===== src/rtl/div.sv =====
// div: sequential 32-bit signed non-restoring divider, one quotient bit per cycle, truncating quotient.
module div (
  input  logic        clock,
  input  logic        dataReset,
  input  logic        start,
  input  logic [31:0] dividend,
  input  logic [31:0] divisor,
  output logic [31:0] result,
  output logic        exception,
  output logic        resultReady,
  output logic        busy
);
  typedef enum logic [1:0] {IDLE, RUN, FIX, DONE} state_t;
  state_t state, state_n;
  logic [32:0] a, a_sh, a_nx;
  logic [31:0] q, m;
  logic        neg, dz;
  logic [5:0]  cnt;
  always_comb begin
    state_n = start ? RUN :
              state == RUN ? (cnt == 6'd32 ? FIX : RUN) :
              state == FIX ? DONE : IDLE;
    busy = (state == RUN) || (state == FIX);
    a_sh = {a[31:0], q[31]};
    a_nx = a[32] ? a_sh + {1'b0, m} : a_sh - {1'b0, m};
  end
  // A start in any state (including RUN/FIX) reloads, silently abandoning the old operation
  always_ff @(posedge clock) begin
    if (dataReset) begin
      state       <= IDLE;
      result      <= '0;
      exception   <= 1'b0;
      resultReady <= 1'b0;
      cnt         <= '0;
      a           <= '0;
      q           <= '0;
      m           <= '0;
      neg         <= 1'b0;
      dz          <= 1'b0;
    end else begin
      state       <= state_n;
      resultReady <= 1'b0;
      if (start) begin
        q   <= dividend[31] ? -dividend : dividend;
        m   <= divisor[31] ? -divisor : divisor;
        a   <= '0;
        neg <= dividend[31] ^ divisor[31];
        dz  <= divisor == '0;
        cnt <= '0;
      end else if (state == RUN && cnt != 6'd32) begin
        a   <= a_nx;
        q   <= {q[30:0], ~a_nx[32]};
        cnt <= cnt + 6'd1;
      end else if (state == FIX) begin
        result      <= dz ? '0 : (neg ? -q : q);
        exception   <= dz;
        resultReady <= 1'b1;
      end
    end
  end
endmodule


===== config.mk =====
export PLATFORM = sky130hd
export DESIGN_NAME = div
export DESIGN_NICKNAME = d
export VERILOG_FILES = /design/src/rtl/div.sv
export SDC_FILE = /design/constraint.sdc
export NUM_CORES = 1
export LEC_CHECK = 0
export CAP_MARGIN = 0
export CELL_PAD_IN_SITES_DETAIL_PLACEMENT = 1
export CELL_PAD_IN_SITES_GLOBAL_PLACEMENT = 1
export CORE_MARGIN = 1.5
export CORE_UTILIZATION = 42
export CTS_CLUSTER_SIZE = 28
export DETAILED_ROUTE_END_ITERATION = 7
export GPL_ROUTABILITY_DRIVEN = 0
export PLACE_DENSITY = 0.81
export SETUP_SLACK_MARGIN = 0.4
export SLEW_MARGIN = 20
export SYNTH_ARGS = -nofsm -noshare
export SYNTH_HDL_FRONTEND = slang
export SYNTH_SLANG_ARGS = --single-unit

===== constraint.sdc =====
create_clock -name clock -period 5.02 [get_ports clock]
set_input_delay 1.004 -clock clock [delete_from_list [all_inputs] [get_ports clock]]
set_output_delay 1.004 -clock clock [all_outputs]
set_load 0.05 [all_outputs]

[Word level (Yosys, flattened, before mapping)]
Index checks and enable logic that the tools add are counted.
Storage, ports and cells
  register bits after elaboration: 141
  input bits: 67
  output and inout port bits: 35
  logic and storage cells: 44
Operators by class
  add/subtract/negate cells: 6
  equal/unequal tests: 4
  multiplexer cells: 12
  bitwise operators: 4
  reduce and logical (&&, ||, !) cells: 7
Operators by type and width (count)
  two-way mux 32 bit: 6
  negator 32 bit: 3
  adder 33 x 32 -> 33 bit: 1
  two-way mux 33 bit: 1
  subtractor 33 x 32 -> 33 bit: 1
  logical NOT 32 bit: 1
  adder 6 x 1 -> 6 bit (second input constant): 1
  equality test 6 bit (second input constant): 1
  two-way mux 2 bit: 3
  inequality test 6 bit (second input constant): 1
  NOT 1 bit: 3
  AND reduction 3 bit: 1
  OR reduction 3 bit: 1
  equality test 2 x 1 -> 1 bit (second input constant): 1
  equality test 2 bit (second input constant): 1
  two-way mux 1 bit: 2
  nonzero test 2 bit: 1
  OR reduction 2 bit: 1
  logical AND 1 bit: 1
  logical OR 1 bit: 1
  bitwise XOR 1 bit: 1

[Logic depth before layout (Yosys ltp)]
Gate-level depths: netlist of run 1.
  depth in word-level cells: 5
  depth in mapped cells: 17
  mapped depth without buffers: 16

[Worst setup path before layout of run 1]
No wires, ideal clock.
  path type: register to register
  from: register m[17]
  to: register a[31]
  library setup time: 0.092 ns
  arrival: 3.871 ns
  required time: 4.928 ns
  path slack: 1.057 ns
  cell stages (with the launch flop): 15
  buffers on the path: 1
  period minus slack after synthesis: 3.963 ns
  cell sequence: dfxtp_1 -> or4_1 -> or4_1 -> nor4_1 -> a21oi_1 -> xor2_1 -> ha_1 -> clkbuf_1 -> nand4_1 -> nor2_1 -> o2111ai_1 -> o211ai_1 -> a2111oi_0 -> mux2_1 -> nor4_1
On the way
  longest elaborated chain between the ends: 2
  elaborated cells between the ends (all ways): 3
  those cells by class: 2 x add/sub; 1 x mux
Ends and longest elaborated chain
  from (decl): line 16  | logic [31:0] q, m;
  from (signal assigned): line 45  | m <= divisor[31] ? -divisor : divisor;
  subtractor 33 x 32 -> 33 bit or adder 33 x 32 -> 33 bit (tied branches): line 25  | a_nx = a[32] ? a_sh + {1'b0, m} : a_sh - {1'b0, m};
  two-way mux 33 bit *: line 25
  to (signal assigned): line 51  | a <= a_nx;
  to (decl): line 15  | logic [32:0] a, a_sh, a_nx;
Mark *: on every way between the ends. The rest lies on a longest branch, timed or not.
A chain may end at the register's enable or synchronous reset.

[Worst setup path after layout of run 1]
  from: register m[6]
  to: register a[31]
Same word-level chain as after synthesis.

==> impl_metrics.csv, run 1 <==
group,metric,value,unit
yosys,synth_seq_cells,141,
floorplanning,die_x,151,um
yosys,yosysWarnings,0,
sta,setup_tns,0,ns
yosys,synth_flop_cell,"dfxtp_1",
global_routing,grt-ovfl-total,0,
drt,viasPerCell,5.77,
clock_network,cts_buffers,17,
yosys,synth_area,0.00922,mm2
worst_setup_path,setup.worst_path.start,"m[6]$_SDFFE_PP0P_",
worst_setup_path,critical_path.n_buffers_inverters,0,
floorplanning,start_util,0.425,
drt,wl_per_cell,18.4,um
outcome,status,"finished clean",
final_layout,nets,1366,
sta,fmax,0.234,GHz
pwr,ir_worst_vdd,0.241,mV
pwr,leakagePower,4.21,nW
clock_network,clk_pin_slew,0.06,ns
min_path,hold_start,"result[29]$_SDFFE_PP0P_",
yosys,synth_top_cell_by_area,"dfxtp_1",
yosys,syn_nets,1304,
run,maxCapViolCount,0,
drt,dr.pass1.iters,5,
sta,skew,0.0113,ns
sta,period_needed,4.27,ns
final_layout,areaGrowthSynthToFinish,19.6,%
sta,rsz0062_at_grt,"false",
worst_setup_path,start_kind,"register",
placed_design,portBuffers,101,
worst_setup_path,arrival,4.60,ns
yosys,netlist_top_cells_count,"nand2_1 (153), dfxtp_1 (141), nor2_1 (110)",
global_routing,gr-max-usage-layer,"met2",
yosys,syn_area_per_cell,7.71,um2
worst_setup_path,cp_slowest_cell,"a2111oi_0",
global_routing,antenna_found_initial,0,
global_routing,met2_usage,0.414,
sta,slew_headroom,0.361,
worst_setup_path,critPathKind,"register to register",
global_routing,grt_pass1_vias,9066,
worst_setup_path,critPathCaptureType,"register",
floorplanning,die_y,151,um
clock_network,cts_setup_buffers,0,
final_layout,antenna_cells,0,
floorplanning,core_area,0.0217,mm2
drt,vias,8946,
worst_setup_path,slowest_delay,0.50,ns
global_routing,grt_use_met1,0.362,
yosys,synth-edff-count,0,
yosys,synth.top_cell.area_share,0.306,
global_routing,grt_use_total,0.259,
global_routing,grt_pass1_wl,46700,um
final_layout,nFillCells,2642,
worst_setup_path,required,5.35,ns
yosys,ys_top_cells_by_area,"dfxtp_1 (31%), xor2_1 (9.7%), nand2_1 (6.2%)",
clock_network,worstSkewPairLatency,0.43,ns
clock_network,cts_tree,"yes",
floorplanning,io_pins,102,
sta,slew_viol_final,0,
floorplanning,rows,54,
clock_network,clock_path_buffers,2,
pwr,power_density,330,mW/mm2
drt,drc,0,
worst_setup_path,path_cells,"nor4_1 > nand4_1 > nor2_1 > nor2_1 > xnor2_1 > ha_1 > a21o_1 > a21o_1 > a21oi_1 > o221a_2 > o211ai_1 > a2111oi_0 > mux2_1 > nor4_1",
clock_network,root_buffer,"clkbuf_16",
yosys,yosysSeqAreaShare,0.306,
worst_setup_path,crit_family,"compound AO/OA/AOI/OAI gates",
sta,final_hold_viol_count,0,
clock_network,clkSinkCount,141,
worst_setup_path,crit_fanout,8,
drt,drtIter0Drc,548,
yosys,syn_inst,1196,
worst_setup_path,reg2reg_from,"m[6]$_SDFFE_PP0P_",
clock_network,cts.htree.levels,4,
placed_design,dp_hpwl,20600,um
min_path,hp-class,"register to register",
global_routing,grt_use_met3,0.0434,
sta,min_period_over_period,0.851,
sta,setup_violations,0,
drt,finalWirelength,28500,um
sta,worst_slew_pin_slew,0.959,ns
final_layout,layout-drive-gt1-share,0.0465,
floorplanning,die_area,0.0229,mm2
global_routing,grt_max_degree,55,
final_layout,fin_util,0.509,
yosys,synth_cell_type_count,54,
drt,ant_nets,0,
yosys,yosysMostFrequentCell,"nand2_1",
yosys,async_flop_share,0,
[where the power goes]
part           leakage (nW)  internal, mW  total (mW)  switching (mW)
sequential             1.15          1.18        1.26          0.0811
combinational          2.75         0.410        1.02           0.613
clock                 0.307         0.856        1.36           0.501
total                  4.21          2.45        3.64            1.20
[final cells by class]
class	instances	area (um2)	share of cell area
inverter	28	105	0.00953
tap	280	350	0.0318
sequential	141	2820	0.256
timing repair buffer	111	1070	0.0966
clock inverter	10	161	0.0146
clock buffer	21	460	0.0417
multi-input combinational	959	6060	0.550
[what timing repair did]
action | CTS | global route
resized for setup | 0 | 3
endpoints found under the setup margin | 0 | 3
hold buffers | 0 | 0
[state kept, by name (all words and copies together) (netlist names), 2 cells and up]
register,cells
result,32
cnt,6
state,2
a,33
q,32
m,32
[per-layer routing]
metal  routed length, um  share of wire  vias up
li1                    -              -     4386
met1               13900           0.49     4320
met2               13100           0.46      210
met3                1140          0.040       30
met4                 399          0.014        0
met5                   0              0        -
[tightest hold or removal path: stages, from the launching register on]
cell     delay, ns
dfxtp_1       0.31
nand2_1       0.05
o21ai_1       0.05
[cell usage in the layout, fill, tap and decap left out, drive strengths merged, types with 13 or more instances in the layout]
cell type        n
buf             14
o41ai           13
o21ai           82
xnor2           49
or3             13
nand3           18
inv             29
a31oi           14
nor3            29
dfxtp          141
ha              40
o31ai           31
nand2          153
o22ai           16
or4             20
mux2i           21
nor2           110
nor4            13
a21oi          102
clkdlybuf4s50   97
a211oi          28
xor2           102
a21o            14
clkbuf          21
[stage by stage]
step / hold WS (ns) / setup slack (ns) / std cells / cell area, um2 / total power [mW]
finish: 0.447 / 0.750 / 1550 / 11000 / 3.64
global route: 0.466 / 0.423 / 1550 / 11000 / 3.82
CTS: 0.455 / 0.542 / 1550 / 11000 / 3.65
detailed placement: 0.446 / 0.571 / 1519 / 10400 / 2.28
global placement: 0.439 / 0.793 / 1519 / 10400 / 2.26
floorplan: 0.432 / 1.06 / 1196 / 9220 / 1.98
[final timing paths]
| check | depth (start not counted) | slack (ns) | endpoint |
|---|---|---|---|
| setup reg to reg | 14 | 0.75 | a[31]$_SDFFE_PP0P_ |
| hold / removal | 2 | 0.45 | result[29]$_SDFFE_PP0P_ |
| setup / recovery | 14 | 0.75 | a[31]$_SDFFE_PP0P_ |
| hold reg to reg | 2 | 0.45 | result[29]$_SDFFE_PP0P_ |
[cells by family after synthesis]
family | count (synthesis) | synth area share
adder cells (fa/ha/maj) | 41 | 0.0564
multiplexers | 23 | 0.0252
XOR/XNOR | 151 | 0.143
flip-flops | 141 | 0.306
AND/OR/NAND/NOR | 405 | 0.203
buffers and inverters | 96 | 0.0391
AO/OA/AOI/OAI | 339 | 0.226
(Power assumes the default switching activity.)
==> run 2: changes to the inputs <==
--- a/config.mk
+++ b/config.mk
@@ -5,15 +5,16 @@
 export SDC_FILE = /design/constraint.sdc
 export NUM_CORES = 1
 export LEC_CHECK = 0
+export ABC_AREA = 1
 export CAP_MARGIN = 0
 export CELL_PAD_IN_SITES_DETAIL_PLACEMENT = 1
 export CELL_PAD_IN_SITES_GLOBAL_PLACEMENT = 1
 export CORE_MARGIN = 1.5
-export CORE_UTILIZATION = 42
+export CORE_UTILIZATION = 41
 export CTS_CLUSTER_SIZE = 28
 export DETAILED_ROUTE_END_ITERATION = 7
 export GPL_ROUTABILITY_DRIVEN = 0
-export PLACE_DENSITY = 0.81
+export PLACE_DENSITY = 0.83
 export SETUP_SLACK_MARGIN = 0.4
 export SLEW_MARGIN = 20
 export SYNTH_ARGS = -nofsm -noshare
==> run 2 against run 1 <==
Effect of this change:
- clock power is essentially flat
- sequential share of layout area shrank 3.3 points
- power grew 3.5%
- via count grew 35%
- non-clock buffer count shrank 3
- maximum frequency grew 26%
- worst setup slack gained 0.87 ns
- clock skew grew 0.0016 ns
- critical path type unchanged
- largest power group unchanged
- highest routed layer is now met5
==> impl_metrics.csv, run 2 <==
group,metric,value,unit
yosys,synth_area,0.0108,mm2
floorplanning,core_area,0.0260,mm2
placed_design,portBuffers,101,
sta,rsz0062_at_grt,"false",
final_layout,largest_register_ffs,33,
pwr,total_power,3.77,mW
global_routing,grt-ovfl-total,0,
drt,finalWirelength,38400,um
sta,setup_tns,0,ns
final_layout,regMostFlops,"a",
yosys,yosysSeqAreaShare,0.261,
yosys,synth_top_family_by_area,"simple AND/OR/NAND/NOR gates",
yosys,syn_nets,1899,
drt,dr.pass1.iters,5,
yosys,synth_compound_area_frac,0.169,
final_layout,finalNonFillerCells,2214,
final_layout,final_cell_mix,"nand2_1 (480), inv_1 (233), nor2_1 (207)",
sta,worst_slew_pin_slew,1.02,ns
floorplanning,io_pins,102,
global_routing,grt_use_total,0.287,
sta,slew_headroom,0.319,
sta,fmax,0.294,GHz
drt,ant_nets,0,
worst_setup_path,critPathCaptureType,"register",
drt,drc,0,
worst_setup_path,required,5.29,ns
yosys,netlist_top_cells_count,"nand2_1 (480), inv_1 (233), nor2_1 (207)",
yosys,synth_cell_type_count,53,
yosys,synth_flop_cell,"dfxtp_1",
clock_network,cts_setup_buffers,0,
sta,skew,0.0129,ns
floorplanning,start_util,0.416,
yosys,yosysMostFrequentCell,"nand2_1",
global_routing,gr-max-usage-layer,"met2",
placed_design,place_inst,2182,
final_layout,layout-drive-gt1-share,0.0495,
sta,final.setup.worst_slack,1.62,ns
sta,min_period_over_period,0.677,
clock_network,cts_resized,0,
worst_setup_path,critPathKind,"register to register",
yosys,syn_area_per_cell,6.03,um2
clock_network,cts_tree,"yes",
worst_setup_path,start_kind,"register",
clock_network,clock_path_buffers,2,
worst_setup_path,regToRegSetupSlack,1.62,ns
worst_setup_path,arrival,3.67,ns
yosys,synth.top_cell.area_share,0.261,
yosys,synth_seq_cells,141,
clock_network,cts.htree.levels,4,
clock_network,cts_buffers,17,
pwr,power_density,298,mW/mm2
global_routing,grt_max_degree,45,
final_layout,nFillCells,3574,
final_layout,antenna_cells,0,
yosys,synth-edff-count,0,
yosys,async_flop_share,0,
worst_setup_path,crit_fanout,5,
drt,wl_per_cell,17.4,um
floorplanning,die_x,165,um
yosys,synth_top_cell_by_area,"dfxtp_1",
clock_network,clkSinkCount,141,
yosys,synthXorXnorAreaFrac,0.0405,
floorplanning,die_y,165,um
global_routing,grt_pass1_vias,11894,
yosys,synth-adder-area-share,0.0482,
drt,drtIter0Drc,736,
clock_network,ctsHoldBuffers,0,
final_layout,nets,1974,
clock_network,root_buffer,"clkbuf_16",
drt,viasPerCell,5.45,
outcome,status,"finished clean",
floorplanning,die_area,0.0273,mm2
yosys,synth-simple-area-share,0.375,
clock_network,worstSkewPairLatency,0.44,ns
global_routing,grt_use_met3,0.0400,
clock_network,clk_pin_slew,0.07,ns
pwr,ir_worst_vdd,0.251,mV
final_layout,areaGrowthSynthToFinish,17.0,%
yosys,synthMuxAreaShare,0,
global_routing,met2_usage,0.433,
drt,vias,12074,
yosys,syn_inst,1791,
floorplanning,rows,59,
sta,setup_violations,0,
sta,final_hold_viol_count,0,
placed_design,dp_slack,1.62,ns
min_path,hp-class,"register to register",
pwr,leakagePower,5.90,nW
global_routing,antenna_found_initial,1,
sta,slew_viol_final,0,
global_routing,grt_use_met1,0.424,
placed_design,dp_hpwl,30100,um
run,maxCapViolCount,0,
final_layout,final_common_cell,"nand2_1",
sta,period_needed,3.40,ns
global_routing,grt_pass1_wl,62100,um
yosys,ys_top_cells_by_area,"dfxtp_1 (26%), nand2_1 (17%), inv_1 (8.1%)",
yosys,yosysWarnings,0,
==> run 2: changes by cell type after synthesis, moves of 24 or more <==
cell      delta
a211oi_1    -27
clkbuf_1    -26
inv_1      +205
nand2_1    +327
nand3_1    +134
nor2_1      +97
o21ai_0     +56
o31ai_1     -24
xnor2_1     -40
xor2_1      -61
==> run 2: final cells by class <==
type | instances | area (um2) | share of cell area
Multi-Input combinational cell | 1357 | 6840 | 0.541
Timing Repair Buffer | 108 | 1060 | 0.0838
Sequential cell | 141 | 2820 | 0.223
Inverter | 241 | 905 | 0.0716
Tap cell | 335 | 419 | 0.0332
Clock inverter | 13 | 153 | 0.0121
Clock buffer | 19 | 443 | 0.0350
==> run 2: critical path, stage by stage, from the launching register on <==
cell     delay (ns)
dfxtp_1        0.30
inv_1          0.10
ha_1           0.19
nand3_1        0.13
nor2_1         0.29
nand2_1        0.17
nor2_1         0.17
a31oi_1        0.13
nor2_1         0.16
xor2_1         0.36
ha_1           0.26
nand2_1        0.10
nor2_1         0.21
nand2_1        0.13
nor2_1         0.17
nand2_1        0.08
nand2_1        0.09
nand2_1        0.08
nand3_1        0.08
a21oi_1        0.06
==> run 2: worst paths after layout <==
path / cells after the start / to / start
hold reg to reg: 2 / m[26]$_SDFFE_PP0P_ / m[26]$_SDFFE_PP0P_
hold / removal: 2 / m[26]$_SDFFE_PP0P_ / m[26]$_SDFFE_PP0P_
setup / recovery: 19 / q[0]$_SDFFE_PP0P_ / m[1]$_SDFFE_PP0P_
setup reg to reg: 19 / q[0]$_SDFFE_PP0P_ / m[1]$_SDFFE_PP0P_
==> run 2: per-layer routing <==
layer,vias to the layer above,part of all wire
li1,5985,-
met1,5731,0.50
met2,311,0.43
met3,45,0.055
met4,2,0.016
met5,-,0.00023
==> run 2: cell families after synthesis <==
family	Yosys count
buffers and inverters	293
and+or+nand+nor	944
AOI/OAI and AO/OA	322
xor gates and xnor gates	50
adders and majority gates	41
DFF	141
==> run 2: where the power goes <==
group          switching, mW  internal (mW)  total, mW
Sequential            0.0626           1.18       1.24
Clock                  0.571          0.758       1.33
Combinational          0.816          0.387       1.20
==> run 2: per-stage QoR <==
stage               instance area [um2]   util  hold slack [ns]
floorplan                         10800      -            0.426
global placement                  12000  0.463            0.443
detailed placement                12000  0.463            0.456
CTS                               12600  0.486            0.467
global route                      12600  0.486            0.484
finish                            12600  0.486            0.464
